### src/rtl/gcd_pkg.sv
// Shared definitions for the gcd requester and the gcd core environment:
// FSM state encoding and the default operand width.
package gcd_pkg;

    localparam int GCD_WIDTH = 16;

    typedef enum logic [1:0] {
        S_IDLE = 2'd0,
        S_GO   = 2'd1,
        S_WAIT = 2'd2,
        S_RESP = 2'd3
    } gcd_state_e;

endpackage

### src/rtl/gcd_requester_if.sv
// Bundle of the requester's three handshakes: upstream request stream,
// go/done link to the gcd core, and downstream result stream.
interface gcd_requester_if import gcd_pkg::*; #(
    parameter int WIDTH = GCD_WIDTH
) ();

    logic             in_valid;
    logic             in_ready;
    logic [WIDTH-1:0] in_a;
    logic [WIDTH-1:0] in_b;

    logic             core_go;
    logic [WIDTH-1:0] core_a;
    logic [WIDTH-1:0] core_b;
    logic             core_done;
    logic [WIDTH-1:0] core_ans;

    logic             out_valid;
    logic             out_ready;
    logic [WIDTH-1:0] out_a;
    logic [WIDTH-1:0] out_b;
    logic [WIDTH-1:0] out_gcd;
    logic             out_err;

    logic             busy;

    // Requester side
    modport master (
        input  in_valid, in_a, in_b, core_done, core_ans, out_ready,
        output in_ready, core_go, core_a, core_b,
        output out_valid, out_a, out_b, out_gcd, out_err, busy
    );

    // Environment side: upstream source, gcd core and downstream sink
    modport slave (
        output in_valid, in_a, in_b, core_done, core_ans, out_ready,
        input  in_ready, core_go, core_a, core_b,
        input  out_valid, out_a, out_b, out_gcd, out_err, busy
    );

endinterface

### src/rtl/gcd_req_fifo.sv
// Synchronous request FIFO. Pointers wrap naturally (DEPTH is a power of 2);
// a registered occupancy count drives full/empty.
module gcd_req_fifo #(
    parameter int WIDTH = 32,
    parameter int DEPTH = 4
) (
    input  logic                     clk,
    input  logic                     rst,
    input  logic                     push,
    input  logic [WIDTH-1:0]         push_data,
    input  logic                     pop,
    output logic [WIDTH-1:0]         pop_data,
    output logic                     full,
    output logic                     empty,
    output logic [$clog2(DEPTH):0]   count
);

    localparam int AW = $clog2(DEPTH);
    localparam int CW = AW + 1;

    logic [WIDTH-1:0] mem [DEPTH];
    logic [AW-1:0]    wr_ptr;
    logic [AW-1:0]    rd_ptr;
    logic             push_ok;
    logic             pop_ok;

    assign full     = (count == CW'(DEPTH));
    assign empty    = (count == '0);
    assign push_ok  = push && !full;
    assign pop_ok   = pop && !empty;
    assign pop_data = mem[rd_ptr];

    // Pointer and occupancy bookkeeping
    always_ff @(posedge clk) begin
        if (rst) begin
            wr_ptr <= '0;
            rd_ptr <= '0;
            count  <= '0;
        end else begin
            if (push_ok) wr_ptr <= wr_ptr + 1'b1;
            if (pop_ok)  rd_ptr <= rd_ptr + 1'b1;
            count <= count + CW'(push_ok) - CW'(pop_ok);
        end
    end

    // Entry storage; contents are meaningless while empty, so no reset
    always_ff @(posedge clk) begin
        if (push_ok) mem[wr_ptr] <= push_data;
    end

endmodule

### src/rtl/gcd_requester.sv
// Initiator side of the gcd go/done protocol. Queues operand pairs, resolves
// zero operands locally (the core never terminates on them), runs one core
// job at a time under a timeout, and returns results in request order.
module gcd_requester import gcd_pkg::*; #(
    parameter int WIDTH   = GCD_WIDTH,
    parameter int DEPTH   = 4,
    parameter int TIMEOUT = 65535
) (
    input logic             clk,
    input logic             rst,
    gcd_requester_if.master bus
);

    localparam int TW = $clog2(TIMEOUT + 1);
    localparam int CW = $clog2(DEPTH) + 1;

    gcd_state_e         state;
    logic [WIDTH-1:0]   op_a;
    logic [WIDTH-1:0]   op_b;
    logic [TW-1:0]      timer;
    logic               go_q;
    logic               out_valid_q;
    logic               out_err_q;
    logic [WIDTH-1:0]   out_a_q;
    logic [WIDTH-1:0]   out_b_q;
    logic [WIDTH-1:0]   out_gcd_q;

    logic [2*WIDTH-1:0] head;
    logic [WIDTH-1:0]   head_a;
    logic [WIDTH-1:0]   head_b;
    logic               push;
    logic               pop;
    logic               full;
    logic               empty;
    logic [CW-1:0]      fifo_count;
    logic               head_zero;
    logic               timer_last;
    logic               first_wait;

    assign push       = bus.in_valid && !full;
    assign pop        = (state == S_IDLE) && !empty;
    assign head_a     = head[2*WIDTH-1:WIDTH];
    assign head_b     = head[WIDTH-1:0];
    assign head_zero  = (head_a == '0) || (head_b == '0);
    assign timer_last = (timer == TW'(TIMEOUT - 1));
    // The timer is cleared on entry to S_WAIT and never wraps back to zero,
    // so zero marks the first wait cycle, in which a stale done is ignored.
    assign first_wait = (timer == '0);

    gcd_req_fifo #(
        .WIDTH (2 * WIDTH),
        .DEPTH (DEPTH)
    ) u_fifo (
        .clk       (clk),
        .rst       (rst),
        .push      (push),
        .push_data ({bus.in_a, bus.in_b}),
        .pop       (pop),
        .pop_data  (head),
        .full      (full),
        .empty     (empty),
        .count     (fifo_count)
    );

    assign bus.in_ready  = !full;
    assign bus.core_go   = go_q;
    assign bus.core_a    = op_a;
    assign bus.core_b    = op_b;
    assign bus.out_valid = out_valid_q;
    assign bus.out_a     = out_a_q;
    assign bus.out_b     = out_b_q;
    assign bus.out_gcd   = out_gcd_q;
    assign bus.out_err   = out_err_q;
    assign bus.busy      = (state != S_IDLE) || (fifo_count != '0);

    // Job sequencer: pop, dispatch or resolve locally, supervise, respond
    always_ff @(posedge clk) begin
        if (rst) begin
            state       <= S_IDLE;
            op_a        <= '0;
            op_b        <= '0;
            timer       <= '0;
            go_q        <= 1'b0;
            out_valid_q <= 1'b0;
            out_err_q   <= 1'b0;
            out_a_q     <= '0;
            out_b_q     <= '0;
            out_gcd_q   <= '0;
        end else begin
            case (state)
                S_IDLE: begin
                    if (!empty) begin
                        op_a <= head_a;
                        op_b <= head_b;
                        if (head_zero) begin
                            out_a_q     <= head_a;
                            out_b_q     <= head_b;
                            out_gcd_q   <= head_a | head_b;
                            out_err_q   <= 1'b0;
                            out_valid_q <= 1'b1;
                            state       <= S_RESP;
                        end else begin
                            go_q  <= 1'b1;
                            timer <= '0;
                            state <= S_GO;
                        end
                    end
                end
                S_GO: begin
                    go_q  <= 1'b0;
                    timer <= '0;
                    state <= S_WAIT;
                end
                S_WAIT: begin
                    if (bus.core_done && !first_wait) begin
                        out_a_q     <= op_a;
                        out_b_q     <= op_b;
                        out_gcd_q   <= bus.core_ans;
                        out_err_q   <= 1'b0;
                        out_valid_q <= 1'b1;
                        state       <= S_RESP;
                    end else if (timer_last) begin
                        out_a_q     <= op_a;
                        out_b_q     <= op_b;
                        out_gcd_q   <= '0;
                        out_err_q   <= 1'b1;
                        out_valid_q <= 1'b1;
                        state       <= S_RESP;
                    end else if (timer != '1) begin
                        timer <= timer + 1'b1;
                    end
                end
                S_RESP: begin
                    if (bus.out_ready) begin
                        out_valid_q <= 1'b0;
                        state       <= S_IDLE;
                    end
                end
                default: state <= S_IDLE;
            endcase
        end
    end

endmodule

### src/flat_wrapper.sv
// flat-port wrapper written by rule: the top's interface ports become plain ports
module gcd_requester_flat import gcd_pkg::*;
#(
    parameter int WIDTH   = GCD_WIDTH,
    parameter int DEPTH   = 4,
    parameter int TIMEOUT = 65535
)
  (clk, rst, bus_in_valid, bus_in_a, bus_in_b, bus_core_done, bus_core_ans, bus_out_ready, bus_in_ready, bus_core_go, bus_core_a, bus_core_b, bus_out_valid, bus_out_a, bus_out_b, bus_out_gcd, bus_out_err, bus_busy);
  gcd_requester_if #(.WIDTH(WIDTH)) bus_i ();
  input logic clk;
  input logic rst;
  input wire logic [$bits(bus_i.in_valid)-1:0] bus_in_valid;
  input wire logic [$bits(bus_i.in_a)-1:0] bus_in_a;
  input wire logic [$bits(bus_i.in_b)-1:0] bus_in_b;
  input wire logic [$bits(bus_i.core_done)-1:0] bus_core_done;
  input wire logic [$bits(bus_i.core_ans)-1:0] bus_core_ans;
  input wire logic [$bits(bus_i.out_ready)-1:0] bus_out_ready;
  output wire logic [$bits(bus_i.in_ready)-1:0] bus_in_ready;
  output wire logic [$bits(bus_i.core_go)-1:0] bus_core_go;
  output wire logic [$bits(bus_i.core_a)-1:0] bus_core_a;
  output wire logic [$bits(bus_i.core_b)-1:0] bus_core_b;
  output wire logic [$bits(bus_i.out_valid)-1:0] bus_out_valid;
  output wire logic [$bits(bus_i.out_a)-1:0] bus_out_a;
  output wire logic [$bits(bus_i.out_b)-1:0] bus_out_b;
  output wire logic [$bits(bus_i.out_gcd)-1:0] bus_out_gcd;
  output wire logic [$bits(bus_i.out_err)-1:0] bus_out_err;
  output wire logic [$bits(bus_i.busy)-1:0] bus_busy;
  assign bus_i.in_valid = bus_in_valid;
  assign bus_i.in_a = bus_in_a;
  assign bus_i.in_b = bus_in_b;
  assign bus_i.core_done = bus_core_done;
  assign bus_i.core_ans = bus_core_ans;
  assign bus_i.out_ready = bus_out_ready;
  assign bus_in_ready = bus_i.in_ready;
  assign bus_core_go = bus_i.core_go;
  assign bus_core_a = bus_i.core_a;
  assign bus_core_b = bus_i.core_b;
  assign bus_out_valid = bus_i.out_valid;
  assign bus_out_a = bus_i.out_a;
  assign bus_out_b = bus_i.out_b;
  assign bus_out_gcd = bus_i.out_gcd;
  assign bus_out_err = bus_i.out_err;
  assign bus_busy = bus_i.busy;
  gcd_requester #(.WIDTH(WIDTH), .DEPTH(DEPTH), .TIMEOUT(TIMEOUT)) u_core (.clk(clk), .rst(rst), .bus(bus_i));
endmodule
### config.mk
export PLATFORM = sky130hd
export DESIGN_NAME = gcd_requester_flat
export DESIGN_NICKNAME = d
export VERILOG_FILES = /design/src/rtl/gcd_pkg.sv /design/src/rtl/gcd_requester_if.sv /design/src/rtl/gcd_req_fifo.sv /design/src/rtl/gcd_requester.sv /design/src/flat_wrapper.sv
export SDC_FILE = /design/constraint.sdc
export NUM_CORES = 1
export LEC_CHECK = 0
export CORE_MARGIN = 4
export CORE_UTILIZATION = 30
export DETAILED_ROUTE_END_ITERATION = 16
export PLACE_DENSITY = 0.52
export SLEW_MARGIN = 5
export SYNTH_ARGS = -nofsm -noshare
export SYNTH_HDL_FRONTEND = slang
export SYNTH_SLANG_ARGS = --single-unit
### constraint.sdc
create_clock -name clk -period 2.6 [get_ports clk]
set_input_delay 0.52 -clock clk [delete_from_list [all_inputs] [get_ports clk]]
set_output_delay 0.52 -clock clk [all_outputs]
set_load 0.02 [all_outputs]
After elaboration in Yosys (flattened, before gate mapping)
Memories as Yosys holds them, arrays and structs flattened. A register that Yosys moved wholly into a read port is not among the register bits.
Cells that the tools add are included.
- register bits: 108
- RAM bits: 128
- memories kept: 1
- word-level logic and storage cells: 106
- bitwise operators: 2
- equality and inequality tests: 14
- muxes and demuxes: 44
- reductions and logical operators: 27
- add/subtract/negate cells: 5
- memory list (name ; depth ; width ; rd ports ; clocked after memory_dff ; write ports ; line ; text):
    u_core.u_fifo.mem ; 4 ; 32 ; 1 ; 1 ; 1 ; gcd_req_fifo.sv:21 ; logic [WIDTH-1:0] mem [DEPTH];
- operators with widths (cell ; count):
    16-bit 2-to-1 mux ; 17
    16-bit one-hot mux with 2 select lines ; 3
    16-bit zero test ; 3
    16-bit one-hot mux with 3 select lines ; 1
    16-bit by 1-bit adder with 16-bit output, second input constant ; 1
    16-bit equality test, second input constant ; 1
    16-bit != test, second input constant ; 1
    16-bit bitwise OR ; 1
    2-bit 2-to-1 mux ; 7
    1-bit 2-to-1 mux ; 12
    2-bit != test, second input constant ; 5
    3-bit nonzero test ; 3
    2-bit one-hot mux with 4 select lines ; 1
    3-bit AND reduction ; 2
    6-bit AND reduction ; 1
    2-bit nonzero test ; 3
    1-bit logical AND ; 5
    5-bit AND reduction ; 1
    2-bit by 1-bit adder with 2-bit output, second input constant ; 2
    2-bit equality test, second input constant ; 2
    2-bit by 1-bit != test with 1-bit output, second input constant ; 2
    1-bit one-hot mux with 2 select lines ; 2
    4-bit AND reduction ; 1
    3-bit by 1-bit adder with 3-bit output ; 1
    11 further kinds ; 14

Depth between registers and ports, before layout
- word-level depth: 6
- gate-level depth with buffers: 11

Hierarchy
Synthesis repeated with hierarchy kept, for this count alone.
- cell total of the unflattened synthesis: 829
- area total of the unflattened synthesis: 10262.3 um^2
- by module, submodules not included (module ; instances ; sequential area each (um^2) ; area an instance (um^2) ; cells each):
    gcd_req_fifo ; 1 ; 4023.9 ; 5132.4 ; 218
    gcd_requester ; 1 ; 2021.9 ; 5129.9 ; 611

Worst setup path after synthesis
OpenSTA, ideal clock, no wires.
- path kind: reg2reg
- start point: register (tool-made name)
- end point: register u_core.out_gcd_q[10], in the netlist u_core.bus.out_gcd[10]
- arrival time: 2595 ps
- slack: -116 ps
- setup time: 121 ps
- stages on the path, launching flop included: 10
- path buffers: 3
- data required time: 2479 ps
- cell sequence: dfxtp_1 -> buf_2 -> buf_6 -> mux4_2 -> nor4_1 -> nand4_1 -> a21oi_2 -> o21a_2 -> buf_4 -> mux2_2
- RTL lines (what ; line ; text):
    end signal: assignment ; gcd_requester.sv:98 ; out_gcd_q <= head_a | head_b;
    end signal: assignment ; gcd_requester.sv:118 ; out_gcd_q <= bus.core_ans;
    end: declaration ; gcd_requester.sv:26 ; logic [WIDTH-1:0] out_gcd_q;

==> results.cfg <==
[logic_synthesis]
synth_top_family_by_area = compound AO/OA/AOI/OAI gates
synth_seq_cells = 238
yosysUniqueCellTypes = 56
synth_simple_gate_area_share = 0.0834
synth_compound_area_frac = 0.135
async_flop_share = 0
yosysWarnings = 0
synth-adder-area-share = 0.0204
ys_dominant_reg_cell = edfxtp_1
avgSynthCellArea_um2 = 12.7
ys_seq_area_frac = 0.595
synthesis.area_mm2 = 0.0102
synth_cells = 798
syn-num-nets = 867
synthXorXnorAreaFrac = 0.00431
synthMuxAreaShare = 0.122
synth_edf_count = 128

[min_path]
hold_class = in -> reg
hold_path_depth = 2

[pwr]
power_density_mw_per_mm2 = 1010
p_leak_nw = 5.46
peakVddDrop_mv = 0.347

[clocking]
clk_latency_ns = 0.53
cts_made_buffers = 27
cts_root_buffer = clkbuf_16
clk_pin_slew_ns = 0.06
htreeDepth = 1
clkSinkCount = 238
cts_tree = yes
clk_path_buf_depth = 3

[routing]
avgRoutedWirePerCell_um = 21.3
drt_wl_total_mm = 31.6
drc = 0
vias = 7408
drt_iter0_markers = 579
drtPass1Iterations = 5
drt-vias-per-instance = 5.00
antenna_left = 0

[floorplan]
initial_utilization = 0.304
fp.dieArea_mm2 = 0.0369
die_h_um = 192
die_w_um = 192
num_io_pins = 138
rows = 67
core_mm2 = 0.0334

[timing]
finalCriticalPeriod_ns = 2.83
skew_ns = 0.0113
worstMarginPinSlew_ns = 0.736
setup_viol_count_final = 67
timing.final.ws_setup_ns = -0.231
fmax_mhz = 353
fin_tns_setup_ns = -9.48
timing.slew.headroom = 0.509
maxSlewViolCount = 0
rsz0062_at_grt = yes
finalHoldViolations = 0
finalCritPeriodShare = 1.09

[critical_path]
arrival_ns = 3.24
r2r_cells = 11
crit_path_start_kind = register
worstSetupPathType = reg -> reg
crit_fanout = 8
required_ns = 3.01
crit_path_end_kind = register

[final_layout]
n_antenna_cell = 0
fin_nets = 1085
nFillCells = 3134
layout-drive-gt1-share = 0.214
final_cell_count_no_fill = 1482
syn2layout_area_growth_pct = 37.3

[placed_design]
placed_cells = 1418
hpwl_mm = 22.1
dp_slack_ns = -0.248
gp_congestion = 0.798
place.port_buffers = 137

[outcome]
status = finished, violations left
violations = negative setup slack

[global_route]
grt_max_degree = 63
grt_pass1_wl_mm = 47.5
track_usage = 0.169
grt_pass1_vias = 7580
antenna_found_initial = 0
grt_overflow = 0

[flow_run]
cap_violations = 0
-- cells in the final DEF (no fill, tap or decap), drive strengths merged, types with 10 or more instances in the layout --
| cell type | synthesis | final |
|---|---|---|
| clkdlybuf4s50 | 0 | 135 |
| edfxtp | 128 | 128 |
| buf | 19 | 112 |
| dfxtp | 110 | 110 |
| nand2 | 88 | 88 |
| a21oi | 37 | 37 |
| o211ai | 35 | 35 |
| clkbuf | 41 | 35 |
| inv | 33 | 34 |
| mux2i | 33 | 33 |
| o211a | 33 | 33 |
| mux4 | 32 | 32 |
| nor2 | 22 | 22 |
| nor2b | 20 | 20 |
| o21ai | 20 | 20 |
| mux2 | 17 | 17 |
| o311a | 16 | 16 |
| ha | 15 | 15 |
| nand3 | 14 | 14 |
| clkinv | 2 | 12 |
| o32ai | 11 | 11 |
| nor4 | 10 | 10 |
-- logic make-up (layout without fill, tap and decap cells) --
kind of cell               count (synthesis)  after routing
and+or+nand+nor                          181            181
buffers and inverters                     95            331
muxes                                     82             82
adders and majority gates                 16             16
xor gates and xnor gates                   5              5
DFF                                      238            238
AOI/OAI and AO/OA                        181            181
-- synth_stat cells, drive strengths merged, types with 2 or more instances --
cell type | n | area (um^2)
edfxtp | 128 | 3840
dfxtp | 110 | 2200
nand2 | 88 | 330
clkbuf | 41 | 154
a21oi | 37 | 189
o211ai | 35 | 263
inv | 33 | 124
mux2i | 33 | 330
o211a | 33 | 330
mux4 | 32 | 721
nor2 | 22 | 82.6
nor2b | 20 | 125
o21ai | 20 | 100
buf | 19 | 115
mux2 | 17 | 191
o311a | 16 | 160
ha | 15 | 188
nand3 | 14 | 70.1
o32ai | 11 | 96.3
nor4 | 10 | 62.6
a211oi | 8 | 60.1
nand4 | 8 | 50.1
a221oi | 5 | 43.8
and3 | 5 | 31.3
or3 | 4 | 25.0
xnor2 | 4 | 35.0
a31oi | 2 | 12.5
and2 | 2 | 12.5
and4 | 2 | 17.5
clkinv | 2 | 7.51
nor3 | 2 | 10.0
o21a | 2 | 16.3
or4 | 2 | 15.0
-- worst paths after layout --
check	from	end	slack [ns]
min reg2reg	u_core.bus.core_a[0]	u_core.bus.core_a[0]	0.48
min	rst	u_core.timer[5]	0.38
max reg2reg	register	u_core.bus.out_gcd[1]	-0.23
max	register	u_core.bus.out_gcd[1]	-0.23
-- through the flow --
| stage | hold slack [ns] | utilization | power, mW | instance area [um^2] |
|---|---|---|---|---|
| after floorplan | 0.463 | - | 7.69 | 10200 |
| after global placement | 0.469 | 0.380 | 10.2 | 12700 |
| after detailed placement | 0.468 | 0.380 | 10.2 | 12700 |
| after CTS | 0.343 | 0.417 | 14.2 | 14000 |
| after global routing | 0.367 | 0.417 | 14.8 | 14000 |
| final | 0.383 | 0.417 | 14.0 | 14000 |
-- metal layers --
layer / wire (um) / up-vias / part of all wire / track usage
met5: 0 / - / 0 / 0
met4: 569 / 0 / 0.018 / 0.0354
met3: 1760 / 41 / 0.056 / 0.0287
met2: 14800 / 242 / 0.47 / 0.269
met1: 14400 / 3650 / 0.46 / 0.242
li1: - / 3475 / - / -
-- critical path, cell delays in order (launching register included) --
cell and delay, ns:
dfxtp_4 0.43, buf_12 0.16, buf_4 0.11, mux4_2 0.57, nor4_2 0.19, buf_4 0.16
nand4_1 0.15, a21oi_2 0.19, o21a_2 0.18, buf_6 0.12, buf_12 0.13, mux2_4 0.30
-- state kept, by name, indices dropped and copies added, names as in the netlist, named ones only --
signal / flops
u_core.u_fifo.count: 3
u_core.bus.core_go: 1
u_core.bus.out_a: 16
u_core.state: 2
u_core.bus.out_err: 1
u_core.u_fifo.mem: 128
u_core.bus.core_b: 16
u_core.bus.out_b: 16
u_core.timer: 16
u_core.bus.out_gcd: 16
u_core.u_fifo.rd_ptr: 2
u_core.u_fifo.wr_ptr: 2
u_core.bus.core_a: 16
u_core.bus.out_valid: 1
-- area by class of cell --
class | count | area, um^2 | share of cell area
inverter | 35 | 131 | 0.00942
tap | 448 | 561 | 0.0402
multi-input combinational | 465 | 3930 | 0.282
timing repair buffer | 249 | 2470 | 0.177
clock inverter | 13 | 108 | 0.00771
sequential | 238 | 6050 | 0.434
clock buffer | 34 | 702 | 0.0503
-- power breakdown --
part | switching, mW | total, mW | internal [mW]
clock | 1.47 | 3.55 | 2.09
sequential | 0.423 | 5.02 | 4.59
combinational | 2.91 | 5.48 | 2.57
total | 4.80 | 14.0 | 9.25
-- what timing repair did --
action | CTS | global route
pin swaps | 18 | 8
setup buffers | 15 | 2
gates cloned | 3 | 1
hold buffers | 0 | 0
gates resized for setup | 46 | 10
endpoints found under the setup margin | 68 | 69
No activity file was read; power rests on OpenSTA's default activity.
